File: config.mk
export PLATFORM = sky130hd
export DESIGN_NAME = dma_lite_arbiter
export DESIGN_NICKNAME = d
export VERILOG_FILES = /design/src/rtl/dma_lite_pkg.sv /design/src/rtl/dma_lite_arbiter_rr.sv /design/src/rtl/dma_lite_arbiter.sv
export SDC_FILE = /design/constraint.sdc
export NUM_CORES = 1
export LEC_CHECK = 0
export CORE_MARGIN = 2
export CORE_UTILIZATION = 45
export DETAILED_ROUTE_END_ITERATION = 6
export GPL_TIMING_DRIVEN = 1
export PLACE_DENSITY = 0.86
export SLEW_MARGIN = 5
export SYNTH_ARGS = -nofsm -noshare
export SYNTH_HDL_FRONTEND = slang
export SYNTH_HIERARCHICAL = 1
export SYNTH_SLANG_ARGS = --single-unit
export TNS_END_PERCENT = 5
File: constraint.sdc
create_clock -name clk -period 3.2 [get_ports clk]
set_input_delay 0.8 -clock clk [delete_from_list [all_inputs] [get_ports clk]]
set_output_delay 0.8 -clock clk [all_outputs]
set_load 0.01 [all_outputs]
File: src/rtl/dma_lite_pkg.sv
// dma_lite_pkg: shared register map, arbiter state encoding and timeout default
package dma_lite_pkg;
   localparam logic [9:0] MM2S_DMACR  = 10'h000;
   localparam logic [9:0] MM2S_DMASR  = 10'h004;
   localparam logic [9:0] MM2S_SA     = 10'h018;
   localparam logic [9:0] MM2S_SA_MSB = 10'h01C;
   localparam logic [9:0] MM2S_LENGTH = 10'h028;
   localparam logic [9:0] S2MM_DMACR  = 10'h030;
   localparam logic [9:0] S2MM_DMASR  = 10'h034;
   localparam logic [9:0] S2MM_DA     = 10'h048;
   localparam logic [9:0] S2MM_DA_MSB = 10'h04C;
   localparam logic [9:0] S2MM_LENGTH = 10'h058;
   localparam int DEF_TIMEOUT = 256;
   typedef enum logic [2:0] {
      S_IDLE  = 3'b001,
      S_ISSUE = 3'b010,
      S_HOLD  = 3'b100
   } state_t;
endpackage

File: src/rtl/dma_lite_arbiter_rr.sv
// rr_arbiter: combinational round-robin picker
//  i_req  requests, i_ptr highest-priority index
//  o_gnt  one-hot winner, o_idx winner index, o_any some request present
module rr_arbiter #(
   parameter int N = 2
) (
   input  logic [N-1:0]         i_req,
   input  logic [$clog2(N)-1:0] i_ptr,
   output logic [N-1:0]         o_gnt,
   output logic [$clog2(N)-1:0] o_idx,
   output logic                 o_any
);
   localparam int IW = $clog2(N);
   function automatic logic [IW-1:0] wrap(input int v);
      return IW'(v % N);
   endfunction
   always_comb begin
      o_gnt = '0;
      o_idx = '0;
      o_any = 1'b0;
      for (int k = 0; k < N; k++)
         if (!o_any && i_req[wrap(int'(i_ptr) + k)]) begin
            o_any = 1'b1;
            o_gnt[wrap(int'(i_ptr) + k)] = 1'b1;
            o_idx = wrap(int'(i_ptr) + k);
         end
   end
endmodule

File: src/rtl/dma_lite_arbiter.sv
// dma_lite_arbiter: round-robin sharing of the DMA AXI-Lite register-write port with sequence lock
//  req_valid/addr/wdata/last  per-requester write requests (packed)
//  req_done/req_err           1-cycle completion / timeout pulses to the owner
//  grant, busy                current owner (one-hot) and non-idle flag
//  lite_valid/awaddr/wdata    write to the lite master; lite_end its response pulse
module dma_lite_arbiter
   import dma_lite_pkg::*;
#(
   parameter int NUM_REQ = 2,
   parameter int ADDR_W  = 10,
   parameter int TIMEOUT = DEF_TIMEOUT
) (
   input  logic                      clk,
   input  logic                      rst,
   input  logic [NUM_REQ-1:0]        req_valid,
   input  logic [NUM_REQ*ADDR_W-1:0] req_addr,
   input  logic [NUM_REQ*32-1:0]     req_wdata,
   input  logic [NUM_REQ-1:0]        req_last,
   output logic [NUM_REQ-1:0]        req_done,
   output logic [NUM_REQ-1:0]        req_err,
   output logic [NUM_REQ-1:0]        grant,
   output logic                      busy,
   output logic [31:0]               lite_wdata,
   output logic [ADDR_W-1:0]         lite_awaddr,
   output logic                      lite_valid,
   input  logic                      lite_end
);
   localparam int IW = $clog2(NUM_REQ);
   state_t              r_state;
   logic [IW-1:0]       r_ptr, r_owner;
   logic [NUM_REQ-1:0]  r_grant, r_done, r_err;
   logic                r_last, r_valid;
   logic [ADDR_W-1:0]   r_addr;
   logic [31:0]         r_wdata, r_timer;
   logic [NUM_REQ-1:0]  w_req, w_gnt;
   logic [IW-1:0]       w_idx, w_sel, w_next;
   logic                w_any, w_go, w_tmo;
   // requester inputs are stale while a done/err pulse is out, so mask them
   assign w_req  = (|r_done || |r_err) ? '0 : req_valid;
   assign w_sel  = r_state == S_HOLD ? r_owner : w_idx;
   assign w_go   = r_state == S_IDLE ? w_any : r_state == S_HOLD && w_req[r_owner];
   assign w_tmo  = TIMEOUT != 0 && r_timer == 32'(TIMEOUT - 1);
   assign w_next = r_owner == IW'(NUM_REQ - 1) ? '0 : r_owner + 1'b1;
   rr_arbiter #(.N(NUM_REQ)) u_rr (
      .i_req (w_req),
      .i_ptr (r_ptr),
      .o_gnt (w_gnt),
      .o_idx (w_idx),
      .o_any (w_any)
   );
   always_ff @(posedge clk) begin
      if (rst) begin
         r_state <= S_IDLE;
         r_ptr   <= '0;
         r_owner <= '0;
         r_grant <= '0;
         r_done  <= '0;
         r_err   <= '0;
         r_last  <= 1'b0;
         r_valid <= 1'b0;
         r_addr  <= '0;
         r_wdata <= '0;
         r_timer <= '0;
      end else begin
         r_done <= '0;
         r_err  <= '0;
         case (r_state)
            S_ISSUE:
               if (lite_end) begin
                  r_valid <= 1'b0;
                  r_done  <= r_grant;
                  r_timer <= '0;
                  if (r_last) begin
                     r_grant <= '0;
                     r_ptr   <= w_next;
                     r_state <= S_IDLE;
                  end else
                     r_state <= S_HOLD;
               end else if (w_tmo) begin
                  // a hung slave aborts the whole sequence, lock released regardless of last
                  r_valid <= 1'b0;
                  r_err   <= r_grant;
                  r_grant <= '0;
                  r_ptr   <= w_next;
                  r_timer <= '0;
                  r_state <= S_IDLE;
               end else
                  r_timer <= r_timer + 32'd1;
            default:
               if (w_go) begin
                  r_state <= S_ISSUE;
                  r_valid <= 1'b1;
                  r_grant <= r_state == S_HOLD ? r_grant : w_gnt;
                  r_owner <= w_sel;
                  r_addr  <= req_addr[w_sel*ADDR_W +: ADDR_W];
                  r_wdata <= req_wdata[w_sel*32 +: 32];
                  r_last  <= req_last[w_sel];
                  r_timer <= '0;
               end
         endcase
      end
   end
   assign req_done    = r_done;
   assign req_err     = r_err;
   assign grant       = r_grant;
   assign busy        = r_state != S_IDLE;
   assign lite_wdata  = r_wdata;
   assign lite_awaddr = r_addr;
   assign lite_valid  = r_valid;
endmodule

==> results of run 1 <==
## metrics by stage
stage,cell area [µm²],total power [mW],util
2_1_floorplan,4280,1.76,-
4_1_cts,5980,3.08,0.647
5_1_grt,5980,3.22,0.647
3_3_place_gp,5760,2.20,0.623
6_report,5980,3.06,0.647
3_5_place_dp,5760,2.23,0.623
## kinds of logic after synthesis
group | count (synthesis) | synth area share
AOI/OAI and AO/OA | 108 | 0.190
adders and majority gates | 1 | 0.00292
buffers and inverters | 47 | 0.0468
xor gates and xnor gates | 12 | 0.0246
and+or+nand+nor | 180 | 0.221
muxes | 48 | 0.113
DFF | 86 | 0.402
## tightest hold or removal path: cells and delay by family (launching register included)
family	cells	cell delay, ps
AND/OR/NAND/NOR	2	100
flip-flops	1	350
## where the power goes
group          switching (mW)  leakage (nW)  total, mW  internal [mW]
clock                   0.405         0.107      0.851          0.446
combinational           0.444          1.44      0.919          0.475
sequential             0.0857         0.704       1.29           1.20
## state kept, by name, summed over array words and instances, names as in the netlist
name         cells
lite_wdata      32
r_timer         32
lite_awaddr     10
r_state          3
grant            2
req_done         2
req_err          2
r_last           1
r_owner          1
r_ptr            1
## final timing paths
| kind | startpoint | end | slack, ps |
|---|---|---|---|
| max | r_timer[0]$_SDFFE_PP0P_ | r_ptr$_SDFFE_PP0P_ | 630 |
| max reg2reg | r_timer[0]$_SDFFE_PP0P_ | r_ptr$_SDFFE_PP0P_ | 630 |
| min reg2reg | grant[1]$_SDFFE_PP0P_ | req_err[1]$_SDFF_PP0_ | 480 |
| min | grant[1]$_SDFFE_PP0P_ | req_err[1]$_SDFF_PP0_ | 480 |
## routing by layer
layer	part of all wire	wire [µm]	up-vias
li1	-	-	2028
met1	0.40	4640	1885
met2	0.49	5620	151
met3	0.090	1040	27
met4	0.024	276	0
met5	0	0	-
## final cells by class
type | instances | area, µm² | share of cell area
Inverter | 9 | 33.8 | 0.00565
Clock inverter | 6 | 93.8 | 0.0157
Timing Repair Buffer | 148 | 1470 | 0.246
Tap cell | 129 | 161 | 0.0270
Sequential cell | 86 | 1720 | 0.288
Clock buffer | 10 | 128 | 0.0213
Multi-Input combinational cell | 349 | 2370 | 0.397
## synthesized netlist by cell type, types with 2 or more instances
| cell type | instances |
|---|---|
| sky130_fd_sc_hd__a2111oi_1 | 4 |
| sky130_fd_sc_hd__a2111oi_2 | 5 |
| sky130_fd_sc_hd__a211oi_1 | 44 |
| sky130_fd_sc_hd__a21boi_0 | 3 |
| sky130_fd_sc_hd__a21oi_1 | 18 |
| sky130_fd_sc_hd__a22o_1 | 2 |
| sky130_fd_sc_hd__a31oi_1 | 10 |
| sky130_fd_sc_hd__and2_1 | 3 |
| sky130_fd_sc_hd__and3_1 | 10 |
| sky130_fd_sc_hd__and4_1 | 5 |
| sky130_fd_sc_hd__buf_2 | 13 |
| sky130_fd_sc_hd__clkbuf_1 | 23 |
| sky130_fd_sc_hd__dfxtp_1 | 86 |
| sky130_fd_sc_hd__inv_1 | 9 |
| sky130_fd_sc_hd__mux2_1 | 2 |
| sky130_fd_sc_hd__mux2i_1 | 46 |
| sky130_fd_sc_hd__nand2_1 | 24 |
| sky130_fd_sc_hd__nand2b_1 | 4 |
| sky130_fd_sc_hd__nand3_1 | 21 |
| sky130_fd_sc_hd__nand3b_1 | 3 |
| sky130_fd_sc_hd__nand4_1 | 11 |
| sky130_fd_sc_hd__nand4_2 | 2 |
| sky130_fd_sc_hd__nor2_1 | 60 |
| sky130_fd_sc_hd__nor3_1 | 10 |
| sky130_fd_sc_hd__nor3_2 | 5 |
| sky130_fd_sc_hd__nor4_1 | 9 |
| sky130_fd_sc_hd__o211ai_1 | 2 |
| sky130_fd_sc_hd__o21ai_1 | 6 |
| sky130_fd_sc_hd__o2bb2ai_1 | 2 |
| sky130_fd_sc_hd__or3_1 | 3 |
| sky130_fd_sc_hd__or3b_1 | 2 |
| sky130_fd_sc_hd__xnor2_1 | 12 |
==> qor.yml, run 1 <==
run_status: "completed"
post-place-cells: 721
min_path_type: "reg -> reg"
postRouteAntennaNets: 0
final_critical_period_ps: 2570
cts_resized: 0
share_of_the_synthesized_area_in_the_top_cell_type: 0.402
detailedPlace.worstSlack_ps: 254
drt_drc_violations_left: 0
cts-buffers-inserted: 9
ctsLongestPathBuffers: 2
routed_via_density: 5.55
cap_viol_max_count: 0
place.detailed.hpwl_um: 8450
synthesis.area_per_instance_um2: 8.88
boundaryPins: 141
peakVddDrop_mv: 0.271
start_kind: "register"
top_usage_layer: "met2"
grt_antenna_before_repair: 0
use_met1: 0.265
finalSetupViolations: 0
max_slew.worst_pin.slew_ps: 720
fin_worst_skew_ps: 10.4
synth-seq-cells: 86
cp_common_cell: "sky130_fd_sc_hd__or3_1"
drive_above_1_share: 0.0691
setup_repair_after_global_routing_missed_its_margin: "false"
die_outline_height_um: 102
worst_hold_path.num_cells: 2
dr_total_vias: 4091
layout.cells.most_common: "sky130_fd_sc_hd__clkdlybuf4s50_1"
worst_slew_margin_rel: 0.520
slowest_stage_cell_on_the_critical_path: "sky130_fd_sc_hd__or3_1"
critical_path.top_delay_family: "simple AND/OR/NAND/NOR gates"
endpoint_kind: "register"
dieWidth_um: 102
drt_pass1_iterations: 4
grt_use_total: 0.227
pin_count_of_the_biggest_net_entering_global_routing: 90
final-instance-count-excl-fill: 737
synth_top_cells_by_area: "sky130_fd_sc_hd__dfxtp_1 (40%), sky130_fd_sc_hd__mux2i_1 (11%), sky130_fd_sc_hd__a211oi_1 (7.7%), sky130_fd_sc_hd__nor2_1 (5.3%), sky130_fd_sc_hd__nand3_1 (2.5%)"
final_net_count: 695
timing.critical_path.depth: 6
port_buffers: 140
clock_sinks: 86
grtUsageMet3: 0.0939
cell_accounting_for_the_most_synthesized_area: "sky130_fd_sc_hd__dfxtp_1"
reg2reg_depth: 6
synth_edf_count: 0
final.fill_count: 715
ordered_cell_list_for_the_critical_path: "ha_1 > nand3_1 > or3_1 > or3_1 > o21ai_1 > mux2_1"
cp_slowest_stage_delay_ps: 480
synth.net_count: 574
synth_sequential_area_ratio: 0.402
timing.final.ws_setup_ps: 628
synth_area_um2: 4280
detailedRoute.firstIterationViolations: 152
postSynthCellCount: 482
grt_pass1_vias: 3953
crit_required_ps: 3440
critical_path.n_buffers_inverters: 0
tritoncts: "built"
routed_wirelength_um: 11600
final_cell_mix: "sky130_fd_sc_hd__clkdlybuf4s50_1 (139), sky130_fd_sc_hd__dfxtp_1 (86), sky130_fd_sc_hd__nor2_1 (60), sky130_fd_sc_hd__mux2i_1 (45), sky130_fd_sc_hd__a211oi_1 (44)"
final_hold_viol_count: 0
synth_cell_types: 55
total_leakage_power_nw: 2.25
path_max_fanout: 8
die_area_um2: 10300
gr-usage-met2: 0.375
fin_setup_tns_ps: 0
maxSlewViolCount: 0
core_region_area_um2: 9240
start_util: 0.463
grt_first_pass_wirelength_um: 18700
ys.flop_type: "sky130_fd_sc_hd__dfxtp_1"
place_congestion: 0.869
cts.clk_slew.worst_paths_ps: 90
post_synthesis_to_final_layout_area_growth_pct: 39.7
fin_worst_hold_slack_ps: 484
ys.warnings.count: 6
ctsRootBufferMaster: "sky130_fd_sc_hd__clkbuf_8"
htree_levels: 3
setup.worst_path.class: "reg -> reg"
postSynth.asyncResetShare: 0
cts_hold_buf: 0
worst_skew_pair_later_pin_latency_ps: 360
wl_per_cell_um: 15.7
finalCritPeriodShare: 0.804
antenna-diode-count: 0
rows: 35
fmax_mhz: 389
worst-endpoint-arrival_ps: 2810
power_per_cell_area_nw_per_um2: 511
postCtsSetupRepairBufs: 0
remaining_global_route_overflow: 0
Note: power is estimated with default switching activity, not from simulation.
==> run 2: changes to the inputs <==
clock period = 2.5 ns   (was 3.2 ns; I/O delays follow)
==> qor.yml, run 2 (synthesized netlist as in run 1, its figures left out) <==
power_per_cell_area_nw_per_um2: 641  # was 511 nW/µm²
final_critical_period_ps: 2360  # was 2570 ps
pin_count_of_the_biggest_net_entering_global_routing: 65  # was 90
critPathLaunch: "req_err[0]$_SDFF_PP0_"  # was r_timer[0]$_SDFFE_PP0P_
p_int_mw: 2.71  # was 2.12 mW
peakVddDrop_mv: 0.369  # was 0.271 mV
place_congestion: 0.872  # was 0.869
ff_latch_area_um2: 1720  # unchanged
worst_hold_path.num_cells: 2  # unchanged
setup_repair_after_global_routing_missed_its_margin: "true"  # was false
dr_total_vias: 4260  # was 4091
worst_skew_pair_later_pin_latency_ps: 350  # was 360 ps
drt_pass1_iterations: 5  # was 4
die_area_um2: 10300  # unchanged
detailedRoute.firstIterationViolations: 339  # was 152
post_synthesis_to_final_layout_area_growth_pct: 44.4  # was 39.7%
final_hold_viol_count: 0  # unchanged
multi_input_area_um2: 2400  # was 2370 µm²
fin_total_pwr_mw: 3.96  # was 3.06 mW
reg2reg_depth: 10  # was 6
postRouteAntennaNets: 0  # unchanged
routed_via_density: 5.66  # was 5.55
start_kind: "register"  # unchanged
dieWidth_um: 102  # unchanged
fmax_mhz: 423  # was 389 MHz
place.detailed.hpwl_um: 8960  # was 8450 µm
worst-endpoint-arrival_ps: 2580  # was 2810 ps
boundaryPins: 141  # unchanged
drt_drc_violations_left: 0  # unchanged
final.fill_count: 674  # was 715
grt_pass1_vias: 4196  # was 3953
utilization: 0.669  # was 0.647
min_to: "req_err[1]$_SDFF_PP0_"  # unchanged
routed_wirelength_um: 12400  # was 11600 µm
cap_viol_max_count: 0  # unchanged
grt_use_total: 0.246  # was 0.227
port_buffers: 140  # unchanged
post-place-cells: 737  # was 721
endpoint_kind: "register"  # unchanged
crit_required_ps: 2720  # was 3440 ps
wl_per_cell_um: 16.5  # was 15.7 µm
finalSetupViolations: 0  # unchanged
grt_first_pass_wirelength_um: 20300  # was 18700 µm
relative_contribution_of_combinational_cells_to_total_power: 0.333  # was 0.301
r2r_start: "req_err[0]$_SDFF_PP0_"  # was r_timer[0]$_SDFFE_PP0P_
p_switching_mw: 1.25  # was 0.935 mW
ctsLongestPathBuffers: 2  # unchanged
antenna-diode-count: 0  # unchanged
r2r_setup_slack_ps: 140  # was 630 ps
share_clk_of_total_power: 0.251  # was 0.278
final-instance-count-excl-fill: 753  # was 737
min_from: "grant[1]$_SDFFE_PP0P_"  # unchanged
power.sequential.fraction: 0.415  # was 0.421
path_max_fanout: 8  # unchanged
r2r_end: "r_timer[30]$_SDFFE_PP0P_"  # was r_ptr$_SDFFE_PP0P_
maxSlewViolCount: 0  # unchanged
sw_frac_of_total: 0.314  # was 0.306
start_util: 0.463  # unchanged
core_region_area_um2: 9240  # unchanged
final_cell_mix: "sky130_fd_sc_hd__clkdlybuf4s50_1 (139), sky130_fd_sc_hd__dfxtp_1 (86), sky130_fd_sc_hd__nor2_1 (60), sky130_fd_sc_hd__mux2i_1 (45), sky130_fd_sc_hd__a211oi_1 (44)"  # unchanged
tritoncts: "built"  # unchanged
die_outline_height_um: 102  # unchanged
rows: 35  # unchanged
htree_levels: 3  # unchanged
max_slew.worst_pin.slew_ps: 712  # was 720 ps
clock_sinks: 86  # unchanged
final_net_count: 711  # was 695
drive_above_1_share: 0.0978  # was 0.0691
ctsRootBufferMaster: "sky130_fd_sc_hd__clkbuf_8"  # unchanged
fin_worst_skew_ps: 11.2  # was 10.4 ps
layout.cells.most_common: "sky130_fd_sc_hd__clkdlybuf4s50_1"  # unchanged
remaining_global_route_overflow: 0  # unchanged
cts-buffers-inserted: 9  # unchanged
total_leakage_power_nw: 2.35  # was 2.25 nW
finalCritPeriodShare: 0.946  # was 0.804
cts.clk_slew.worst_paths_ps: 90  # about the same
min_path_type: "reg -> reg"  # unchanged
run_status: "completed"  # unchanged
worst_slew_margin_rel: 0.526  # was 0.520
grt_antenna_before_repair: 0  # unchanged
setup.worst_path.class: "reg -> reg"  # unchanged
run 2: power groups by stage:
stage	sequential (mW)	combinational, mW	clock [mW]
floorplan	1.72	0.533	0
global placement	1.66	1.27	0
detailed placement	1.68	1.31	0
finish	1.64	1.32	0.995
CTS	1.65	1.32	1.01
global route	1.67	1.42	1.07
run 2: per-stage QoR:
step	area [µm²]	hold WS (ps)	TNS (ps)	setup slack, ps
after global routing	6180	504	-107	-40.0
after detailed placement	5950	459	-2450	-176
after CTS	6150	476	0	93.2
after global placement	5950	465	-429	-77.1
after floorplan	4280	458	0	299
final	6180	475	0	135
run 2: per-layer routing:
| layer | wire length, µm | global-route usage |
|---|---|---|
| met1 | 4720 | 0.293 |
| met2 | 6290 | 0.416 |
| met3 | 1260 | 0.0842 |
| met4 | 160 | 0.0800 |
| met5 | 0 | 0 |
run 2: cell type report:
cell class | instances | share of cell area
clock buffers | 10 | 0.0207
clock inverters | 6 | 0.0115
inverters | 9 | 0.00547
multi-input cells | 349 | 0.388
flip-flops and latches | 86 | 0.279
well taps | 129 | 0.0261
repair buffers | 164 | 0.269
run 2: repair_timing:
item                       in CTS  in global routing
buffers inserted                0                  0
hold buffers                    0                  0
gates resized for setup         0                  5
setup endpoints to repair       0                 12
run 2: worst max-delay path, stage by stage, from the launching register on:
cell and delay, ps:
sky130_fd_sc_hd__dfxtp_1 320, sky130_fd_sc_hd__nor4_2 300, sky130_fd_sc_hd__buf_4 170, sky130_fd_sc_hd__and2_1 170, sky130_fd_sc_hd__or2_1 150, sky130_fd_sc_hd__nand3b_1 80
sky130_fd_sc_hd__a21o_2 270, sky130_fd_sc_hd__buf_4 190, sky130_fd_sc_hd__a2111oi_2 350, sky130_fd_sc_hd__xnor2_1 180, sky130_fd_sc_hd__nor3_2 50
run 2: how the worst max path moves through the flow:
stage / end / slack, ps / cells after the start
2_1_floorplan: r_timer[23]$_SDFFE_PP0P_ / 300 / 9
3_3_place_gp: r_timer[30]$_SDFFE_PP0P_ / -80 / 9
3_5_place_dp: r_timer[30]$_SDFFE_PP0P_ / -180 / 9
4_1_cts: r_timer[30]$_SDFFE_PP0P_ / 90 / 10
5_1_grt: r_timer[30]$_SDFFE_PP0P_ / -40 / 10
6_report: r_timer[30]$_SDFFE_PP0P_ / 140 / 10
